### config.mk
export PLATFORM = sky130hd
export DESIGN_NAME = fetch_queue
export DESIGN_NICKNAME = d
export VERILOG_FILES = /design/src/rtl/fetch_queue.sv
export SDC_FILE = /design/constraint.sdc
export NUM_CORES = 1
export LEC_CHECK = 0
export ABC_AREA = 1
export CAP_MARGIN = 20
export CORE_MARGIN = 10
export CORE_UTILIZATION = 50
export DETAILED_ROUTE_END_ITERATION = 10
export PLACE_DENSITY = 0.77
export SYNTH_ARGS = -nofsm -noshare
export SYNTH_HDL_FRONTEND = slang
export SYNTH_SLANG_ARGS = --single-unit
### constraint.sdc
create_clock -name clk -period 4.5 [get_ports clk]
set_clock_uncertainty 0.05 [all_clocks]
set_input_delay 0.9 -clock clk [delete_from_list [all_inputs] [get_ports clk]]
set_output_delay 0.9 -clock clk [all_outputs]
set_load 0.01 [all_outputs]
### src/rtl/fetch_queue.sv
// rtl/fetch_queue.sv - instruction prefetch FIFO between instruction memory and IF/ID
//
// Owns the fetch PC, reads one word per cycle from a combinational
// instruction memory port and buffers {instr, pc+4} pairs in a small FIFO.
// The head entry is presented to the IF/ID register; a taken branch (flush)
// discards every buffered entry and redirects fetch.
//
// Optional feature: define FETCH_QUEUE_BYPASS_EN to present memData directly
// at the outputs while the queue is empty (zero-cycle fetch latency).
//
// Parameters:
//   DEPTH     queue entries (power of two, >= 2)
//   PTR_W     log2(DEPTH)
//   RESET_PC  fetch PC after reset
// Ports:
//   clk             rising-edge clock
//   reset           synchronous, active-high
//   flush           taken branch: empty the queue, redirect fetch
//   flushTarget     branch target address
//   hold            IF/ID stall: head entry must not be consumed
//   memAddr         instruction memory read address (the fetch PC)
//   memData         instruction word at memAddr, same cycle
//   instructionOut  head instruction, zero when not valid
//   PCPlus4Out      head PC+4, zero when not valid
//   validOut        head entry present
//   count           occupied entries, 0..DEPTH

module fetch_queue #(
  parameter int          DEPTH    = 4,
  parameter int          PTR_W    = 2,
  parameter logic [31:0] RESET_PC = 32'h00000000
) (
  input  logic             clk,
  input  logic             reset,
  input  logic             flush,
  input  logic [31:0]      flushTarget,
  input  logic             hold,
  output logic [31:0]      memAddr,
  input  logic [31:0]      memData,
  output logic [31:0]      instructionOut,
  output logic [31:0]      PCPlus4Out,
  output logic             validOut,
  output logic [PTR_W:0]   count
);

  localparam logic [PTR_W:0] FULL_COUNT = (PTR_W + 1)'(DEPTH);

  logic [31:0]      fetch_pc;
  logic [31:0]      fetch_pc_plus4;
  logic [31:0]      instr_mem [DEPTH];
  logic [31:0]      pc4_mem   [DEPTH];
  logic [PTR_W-1:0] rd_ptr;
  logic [PTR_W-1:0] wr_ptr;
  logic [PTR_W:0]   occ;

  logic empty;
  logic full;
  logic pop;       // head consumed by IF/ID this cycle
  logic q_pop;     // pop that removes a stored entry
  logic push;      // memData written into the queue this cycle
  logic advance;   // fetch PC moves to the next word

  assign fetch_pc_plus4 = fetch_pc + 32'd4;
  assign memAddr        = fetch_pc;
  assign count          = occ;
  assign empty          = (occ == '0);
  assign full           = (occ == FULL_COUNT);

`ifdef FETCH_QUEUE_BYPASS_EN
  logic bypass_active;
  logic bypass_pop;

  // While empty, the word currently on memData stands in for the head.
  assign bypass_active = empty & ~reset & ~flush;

  always_comb begin
    instructionOut = 32'h00000000;
    PCPlus4Out     = 32'h00000000;
    validOut       = 1'b0;
    if (!empty) begin
      instructionOut = instr_mem[rd_ptr];
      PCPlus4Out     = pc4_mem[rd_ptr];
      validOut       = 1'b1;
    end else if (bypass_active) begin
      instructionOut = memData;
      PCPlus4Out     = fetch_pc_plus4;
      validOut       = 1'b1;
    end
  end

  assign pop        = validOut & ~hold & ~flush;
  assign q_pop      = pop & ~empty;
  // A bypassed word that is consumed immediately never needs a slot.
  assign bypass_pop = pop & empty;
  assign push       = ~flush & (~full | pop) & ~bypass_pop;
  assign advance    = push | bypass_pop;
`else
  always_comb begin
    instructionOut = 32'h00000000;
    PCPlus4Out     = 32'h00000000;
    validOut       = 1'b0;
    if (!empty) begin
      instructionOut = instr_mem[rd_ptr];
      PCPlus4Out     = pc4_mem[rd_ptr];
      validOut       = 1'b1;
    end
  end

  assign pop     = validOut & ~hold & ~flush;
  assign q_pop   = pop;
  // A full queue still accepts a word when the head leaves in the same cycle.
  assign push    = ~flush & (~full | pop);
  assign advance = push;
`endif

  always_ff @(posedge clk) begin
    if (reset) begin
      fetch_pc <= RESET_PC;
      rd_ptr   <= '0;
      wr_ptr   <= '0;
      occ      <= '0;
    end else if (flush) begin
      // The word fetched in the flush cycle is from the wrong path; drop it.
      fetch_pc <= flushTarget;
      rd_ptr   <= '0;
      wr_ptr   <= '0;
      occ      <= '0;
    end else begin
      if (advance) begin
        fetch_pc <= fetch_pc_plus4;
      end
      if (push) begin
        wr_ptr <= wr_ptr + 1'b1;
      end
      if (q_pop) begin
        rd_ptr <= rd_ptr + 1'b1;
      end
      case ({push, q_pop})
        2'b10:   occ <= occ + 1'b1;
        2'b01:   occ <= occ - 1'b1;
        default: occ <= occ;
      endcase
    end
  end

  // Storage has no reset; entries are only observed when occ covers them.
  always_ff @(posedge clk) begin
    if (push && !reset) begin
      instr_mem[wr_ptr] <= memData;
      pc4_mem[wr_ptr]   <= fetch_pc_plus4;
    end
  end

endmodule

; Word-level counts from Yosys, hierarchy flattened
; Memory sizes are Yosys's and may differ from the RTL's. A register that Yosys moved wholly into a read port is not among the register bits.
; Cells that the tools add are included.
[word_totals]
out_inout_bits = 100
inputBits = 68
memories = 2
ramBits = 256
elab_cells = 39
regBits = 39
[classes]
n_addsub = 5
n_eq_ne = 3
n_reduce_logical = 6
bitwise_logic = 7
muxes = 12
[mem_list]
columns = name, depth, word_bits, read_ports, rd_clocked_by_memory_dff, wr, line
row1 = instr_mem, 4, 32, 1, 1, 1, 50  ; logic [31:0] instr_mem [DEPTH];
row2 = pc4_mem, 4, 32, 1, 1, 1, 51  ; logic [31:0] pc4_mem [DEPTH];
[ops]
columns = op, n
row1 = 32-bit two-way mux, 4
row2 = "32-bit by 3-bit adder with 32-bit output, second input constant", 1
row3 = 2-bit two-way mux, 4
row4 = 3-bit case mux with 2 select lines, 1
row5 = "2-bit by 1-bit adder with 2-bit output, second input constant", 2
row6 = 2-bit nonzero test, 2
row7 = "3-bit by 1-bit adder with 3-bit output, second input constant", 1
row8 = 1-bit bitwise AND, 3
row9 = "3-bit == test, second input constant", 1
row10 = 3-bit zero test, 1
row11 = 1-bit two-way mux, 3
row12 = 1-bit inverter, 3
row13 = "3-bit by 1-bit subtractor with 3-bit output, second input constant", 1
row14 = "2-bit by 1-bit == test with 1-bit output, second input constant", 1
row15 = "2-bit == test, second input constant", 1
row16 = 2-bit OR reduction, 1
row17 = 1-bit logical AND, 1
row18 = 1-bit zero test, 1
row19 = 1-bit bitwise OR, 1

; Logic depth before layout (Yosys ltp)
; Gate-level depths: netlist of run 1.
[logic_depth]
depth_word = 9
ltp_mapped = 11
mapped_depth_nobuf = 11

; Worst setup path before layout of run 1
; Ideal clock, no wire load.
[synth_path]
path_type = input-to-reg
startpoint = input port flush
endpoint = memory instr_mem[0][0] (enable)
setup_time_ns = 0.487
stages = 6
n_path_buf = 1
required_ns = 3.963
arrival_time_ns = 4.157
slack_ns = -0.193
cell_sequence = buf_2 > nor2_1 > nand2_2 > nand2_1 > nand2_1 > nor2_1
[synth_via]
elab_chain_cells = 7
[synth_lines]
columns = item, line
row1 = from (decl), 35  ; input logic flush,
row2 = 1-bit inverter *, "109, 112"
row3 = 1-bit bitwise AND, 109  ; assign pop = validOut & ~hold & ~flush;
row4 = 1-bit bitwise OR, 112  ; assign push = ~flush & (~full | pop);
row5 = 1-bit bitwise AND *, 112
row6 = 1-bit logical AND *, 148  ; if (push && !reset) begin
row7 = 1-bit two-way mux *, 148
row8 = 1-bit two-way mux (not written as such) *, 149  ; instr_mem[wr_ptr] <= memData;
row9 = to (decl), 50
; Mark *: on every way between the ends. The rest lies on a longest branch, timed or not.

==> results of run 1 <==
[critical path, stage by stage, from the launching register on]
cell and delay, ps:
dfxtp_4 520, buf_4 530, nor2_1 110, nor2_1 100, o21ai_0 100, a21oi_1 340
clkdlybuf4s50_1 610
[how the worst max path moves through the flow]
stage,from,to,slack (ps),cells past startpoint
final,flop,PCPlus4Out[16],680,6
after global placement,flush,instr_mem[3][6]$_DFFE_PP_,1030,7
after floorplan,flush,instr_mem[0][0]$_DFFE_PP_,-190,6
after CTS,flop,PCPlus4Out[14],380,5
after detailed placement,flush,instr_mem[3][6]$_DFFE_PP_,940,5
after global routing,flop,PCPlus4Out[11],510,6
[cell families after synthesis]
kind of cell,after synthesis,share of synthesized area [%]
compound gates,247,10.2
xor+xnor,17,1.43
fa+ha+maj,6,0.661
buf+inv,109,3.64
flops,297,68.1
other cells,1,0.0300
simple gates,492,15.9
[layer usage]
layer	track usage [%]	share of wire, %	wire [µm]	vias to the layer above
met5	0	0	0	-
met4	6.18	2.5	780	0
met3	3.95	8.4	2610	53
met2	31.7	48	14800	356
met1	24.4	41	12700	4303
li1	-	-	-	4309
[flip-flops by register name, summed over array words and instances, names as in the netlist, named ones only]
| register | flops |
|---|---|
| rd_ptr | 2 |
| instr_mem | 128 |
| memAddr | 32 |
| wr_ptr | 2 |
| count | 3 |
| pc4_mem | 128 |
[power breakdown]
group | switching [W] | internal [W]
registers | 0.0000441 | 0.00306
logic | 0.000257 | 0.000209
clock network | 0.000938 | 0.00124
total | 0.00124 | 0.00451
[cells in the final DEF, fill, tap and decap left out, types with 3 or more instances in the layout]
cell type        count
nand4_1              5
and2_1               5
nor2_1             286
clkinv_2             8
a21oi_1             80
nand2_1            147
nor3_1               6
buf_4               10
xnor2_1              3
o21ai_1              3
inv_1               41
clkbuf_16           29
buf_12               4
xor2_2               4
xor2_1              10
clkbuf_1             5
edfxtp_1           256
nand2_2              7
inv_2                5
o21ai_0            145
nand3_1             17
ha_1                 5
a31oi_1              7
clkinv_1             6
nor2_4               9
a22oi_1             11
clkdlybuf4s50_1    167
nor2_2               7
dfxtp_1             39
[layout make-up]
| cell class | count | area, µm² |
|---|---|---|
| clock buffer | 35 | 758 |
| inverter | 48 | 181 |
| sequential | 297 | 8510 |
| fill | 1864 | 9100 |
| tap | 324 | 405 |
| timing repair buffer | 182 | 1850 |
| multi-input combinational | 763 | 3560 |
| clock inverter | 13 | 83.8 |
[through the flow]
step,cells,total power (W),worst slack (ps),hold slack (ps)
after floorplan,1169,0.00336,-193,386
after global placement,1613,0.00362,1030,418
after detailed placement,1613,0.00363,945,417
after CTS,1661,0.00578,384,430
after global routing,1662,0.00593,513,499
final,1662,0.00575,677,436
==> impl_metrics.ini, run 1 <==
[synthesis]
synthesis.area_um2 = 12500
ys_types = 34
synth_area_per_cell_um2 = 10.7
yosysTopAreaCellShare_pct = 61.5
yosysSeqAreaShare_pct = 68.1
netlist_instances = 1169
synthTopCellsByArea = edfxtp_1, nor2_1, dfxtp_1, o21ai_0, nand2_1
synth_nets = 1243
netlist_top_cells_count = nor2_1, edfxtp_1, nand2_1
ys.flop_type = edfxtp_1
synthArstFlopShare_pct = 0
yosysMostFrequentCell = nor2_1
synth_edf_count = 256
yosysTopAreaCell = edfxtp_1
yosys_warnings = 0
synth_seq_cells = 297

[floorplanning]
dieArea_um2 = 31700
core_um2 = 24500
fp.dieH_um = 178
io_pins = 168
initial_core_util_pct = 51.1
die_x_um = 178
fp-row-count = 57

[place]
port_buffers = 167
place.gp.congestion = 0.926
placed_cell_area_um2 = 14500
place_hpwl_mm = 19.6

[setup_path]
critPathMaxFanout = 52
critical_path_required_ps = 3550
start_kind = flop
cp-end-kind = primary output
arrival_ps = 2870
rr_startpoint = count[2]$_SDFFE_PP0P_
rrSetupSlack_ps = 2040
r2r_end = instr_mem[3][13]$_DFFE_PP_
critPathKind = reg2out
ff2ff_path_depth = 7

[job]
cap_violations = 0

[cts]
clock_sinks = 297
cts_max_level = 1
insertion_delay_ps = 530
cts_resized = 0
root_buffer = clkbuf_16
hold_buffers = 0
cts_buffer_depth = 3
cts_tree = done
cts_setup_buffers = 0
cts-buffers-inserted = 29
clkTransAtPathRegs_ps = 60

[route]
wl_mm = 30.8
post_drt_wl_per_cell_um = 18.6
dr.first_iter.drc_count = 856
vias = 9021
ant_nets = 0
dr.pass1.iters = 7
drc = 0
via_per_inst = 5.43

[timing]
finalSetupTns_ps = 0
final-hold-violation-count = 0
slew-limit-headroom_pct = 45.8
final.period_utilization_pct = 85.0
fin_crit_ps = 3820
slew_viol_final = 0
timing.fmax_mhz = 262
setup_viol = 0
tightestPinTransition_ps = 813
grt_setup_unrepaired = false

[global_routing]
grt_use_total_pct = 19.1
antenna_found_initial = 0
grt_overflow = 0
grt_pass1_wl_mm = 48.3
grt_max_degree = 129
grt_pass1_vias = 9039

[hold_path]
hold_class = reg2reg
hp-start = rd_ptr[1]$_SDFFE_PP0N_
hold_depth = 2

[final_layout]
fin_util_pct = 62.8
final_nets = 1395
diodes = 0
drive_gt1_share_pct = 6.80
final_cell_area_um2 = 15400
syn_to_final_growth_pct = 22.9

[outcome]
status = finished clean

[pwr]
p_per_area_nw_per_um2 = 374
cellLeakagePower_nw = 5.32
irDropWorstVdd_v = 0.000223
Power figures use the tool's default switching activity.
==> run 2: changes to the inputs <==
Clock period 4.5 ns to 3.3 ns, I/O delays scaled along.
==> run 2 against run 1 <==
Compared with the run above:
- utilization rose by 0.90 points
- design area grew 1.4%
- sequential share of layout area shrank 0.78 points
- sequential power up 36%
- hold slack improved by 19 ps
- combinational power up 38%
- largest cell class unchanged
- wire length increased by 2.4%
- via count rose by 0.29%
- cell count up 0.66%
==> impl_metrics.ini, run 2 (synthesis gave the netlist of run 1 again) <==
[outcome]
status = finished clean

[cts]
cts_tree = done
clkTransAtPathRegs_ps = 60
root_buffer = clkbuf_16
clock_sinks = 297
cts_max_level = 1
hold_buffers = 0
cts_buffer_depth = 3
insertion_delay_ps = 540
cts-buffers-inserted = 30

[timing]
setup_viol = 0
slew_viol_final = 0
final-hold-violation-count = 0
holdWs_ps = 455
final.period_utilization_pct = 96.4
timing.fmax_mhz = 314
grt_setup_unrepaired = false
slew-limit-headroom_pct = 63.7
tightestPinTransition_ps = 541
fin_crit_ps = 3180

[setup_path]
critical_path_required_ps = 2590
path_buf_inv = 4
critPathKind = reg2out
arrival_ps = 2470
start_kind = flop
crit_slowest_cell = clkdlybuf4s50_1
cpPeakStageDelay_ps = 570
critPathMaxFanout = 49
cpLargestDelayFamily = buffers and inverters
cp-end-kind = primary output
crit_chain = inv_1, nand2_1, inv_6, buf_4, a21oi_1, clkdlybuf4s50_1

[final_layout]
n_fill_cell = 1847
regArea_um2 = 8510
drive_gt1_share_pct = 7.49
layout_common_cells = nor2_1, edfxtp_1, clkdlybuf4s50_1
final_nets = 1399
final_cell_area_um2 = 15600
syn_to_final_growth_pct = 24.7
diodes = 0
multi_input_area_um2 = 3560
fin_util_pct = 63.7
final_common_cell = nor2_1

[floorplanning]
dieArea_um2 = 31700
die_x_um = 178
io_pins = 168
fp-row-count = 57
core_um2 = 24500
initial_core_util_pct = 51.1
fp.dieH_um = 178

[place]
place_hpwl_mm = 20.0
placed_cell_area_um2 = 14600
place.gp.congestion = 0.941
port_buffers = 167

[route]
ant_nets = 0
via_per_inst = 5.41
vias = 9047
dr.pass1.iters = 7
dr.first_iter.drc_count = 894
wl_mm = 31.6
drc = 0
post_drt_wl_per_cell_um = 18.9

[pwr]
p_per_area_nw_per_um2 = 527
irDropWorstVdd_v = 0.000385
cellLeakagePower_nw = 5.42

[global_routing]
grt_use_total_pct = 19.5
grt_pass1_vias = 9134
grt_pass1_wl_mm = 49.3
grt_max_degree = 65
antenna_found_initial = 0
grt_overflow = 0

[hold_path]
hold_class = reg2reg

[job]
cap_violations = 0
-- run 2: cell types whose count changed in the layout (fill, tap and decap cells not counted), sizes merged --
cell	previous run	this run
buf	15	17
bufinv	1	3
clkbuf	35	40
clkinvlp	0	2
clkinv	14	12
inv	46	48
-- run 2: final timing paths --
check / start / to / slack (ps) / cells after the start
setup / recovery: count[2]$_SDFFE_PP0P_ / PCPlus4Out[25] / 120 / 6
hold / removal: rd_ptr[1]$_SDFFE_PP0N_ / flop / 460 / 2
setup reg to reg: count[2]$_SDFFE_PP0P_ / pc4_mem[0][22]$_DFFE_PP_ / 940 / 7
hold reg to reg: rd_ptr[1]$_SDFFE_PP0N_ / flop / 460 / 2
-- run 2: power breakdown --
part | leakage (nW) | switching, W | internal, W
combinational | 2.26 | 0.000353 | 0.000288
sequential | 2.67 | 0.0000602 | 0.00417
clock | 0.484 | 0.00135 | 0.00199
-- run 2: tightest hold or removal path, delay by kind of cell, from the launching register on --
| family | cells | cell delay, ps |
|---|---|---|
| AOI/OAI and AO/OA | 1 | 110 |
| DFF | 1 | 290 |
| buffers and inverters | 1 | 50 |
-- run 2: layout make-up --
type,instances,share of cell area [%]
flip-flops and latches,297,54.6
multi-input cells,763,22.9
repair buffers,185,12.3
clock buffers,39,5.30
well taps,324,2.60
inverters,48,1.22
clock inverters,17,1.06
-- run 2: stage by stage --
stage          power, W  worst slack (ps)  std cells  setup TNS (ps)
2_1_floorplan   0.00458              -126       1169          -32140
3_3_place_gp    0.00494               343       1617               0
3_5_place_dp    0.00495               306       1617               0
4_1_cts         0.00826              19.5       1673               0
5_1_grt         0.00849              5.99       1673               0
6_report        0.00822               119       1673               0
-- run 2: what timing repair did --
action	4_1_cts	5_1_grt
buffers inserted	0	0
resized for setup	2	5
setup endpoints to repair	64	37
-- run 2: layer usage --
metal | share of wire, % | vias to the layer above | routed length, µm | GRT usage [%]
met4 | 2.0 | 0 | 641 | 5.31
met1 | 42 | 4329 | 13200 | 25.2
met2 | 48 | 353 | 15200 | 32.4
met3 | 8.0 | 50 | 2540 | 4.36
met5 | 0 | - | 0 | 0
li1 | - | 4315 | - | -
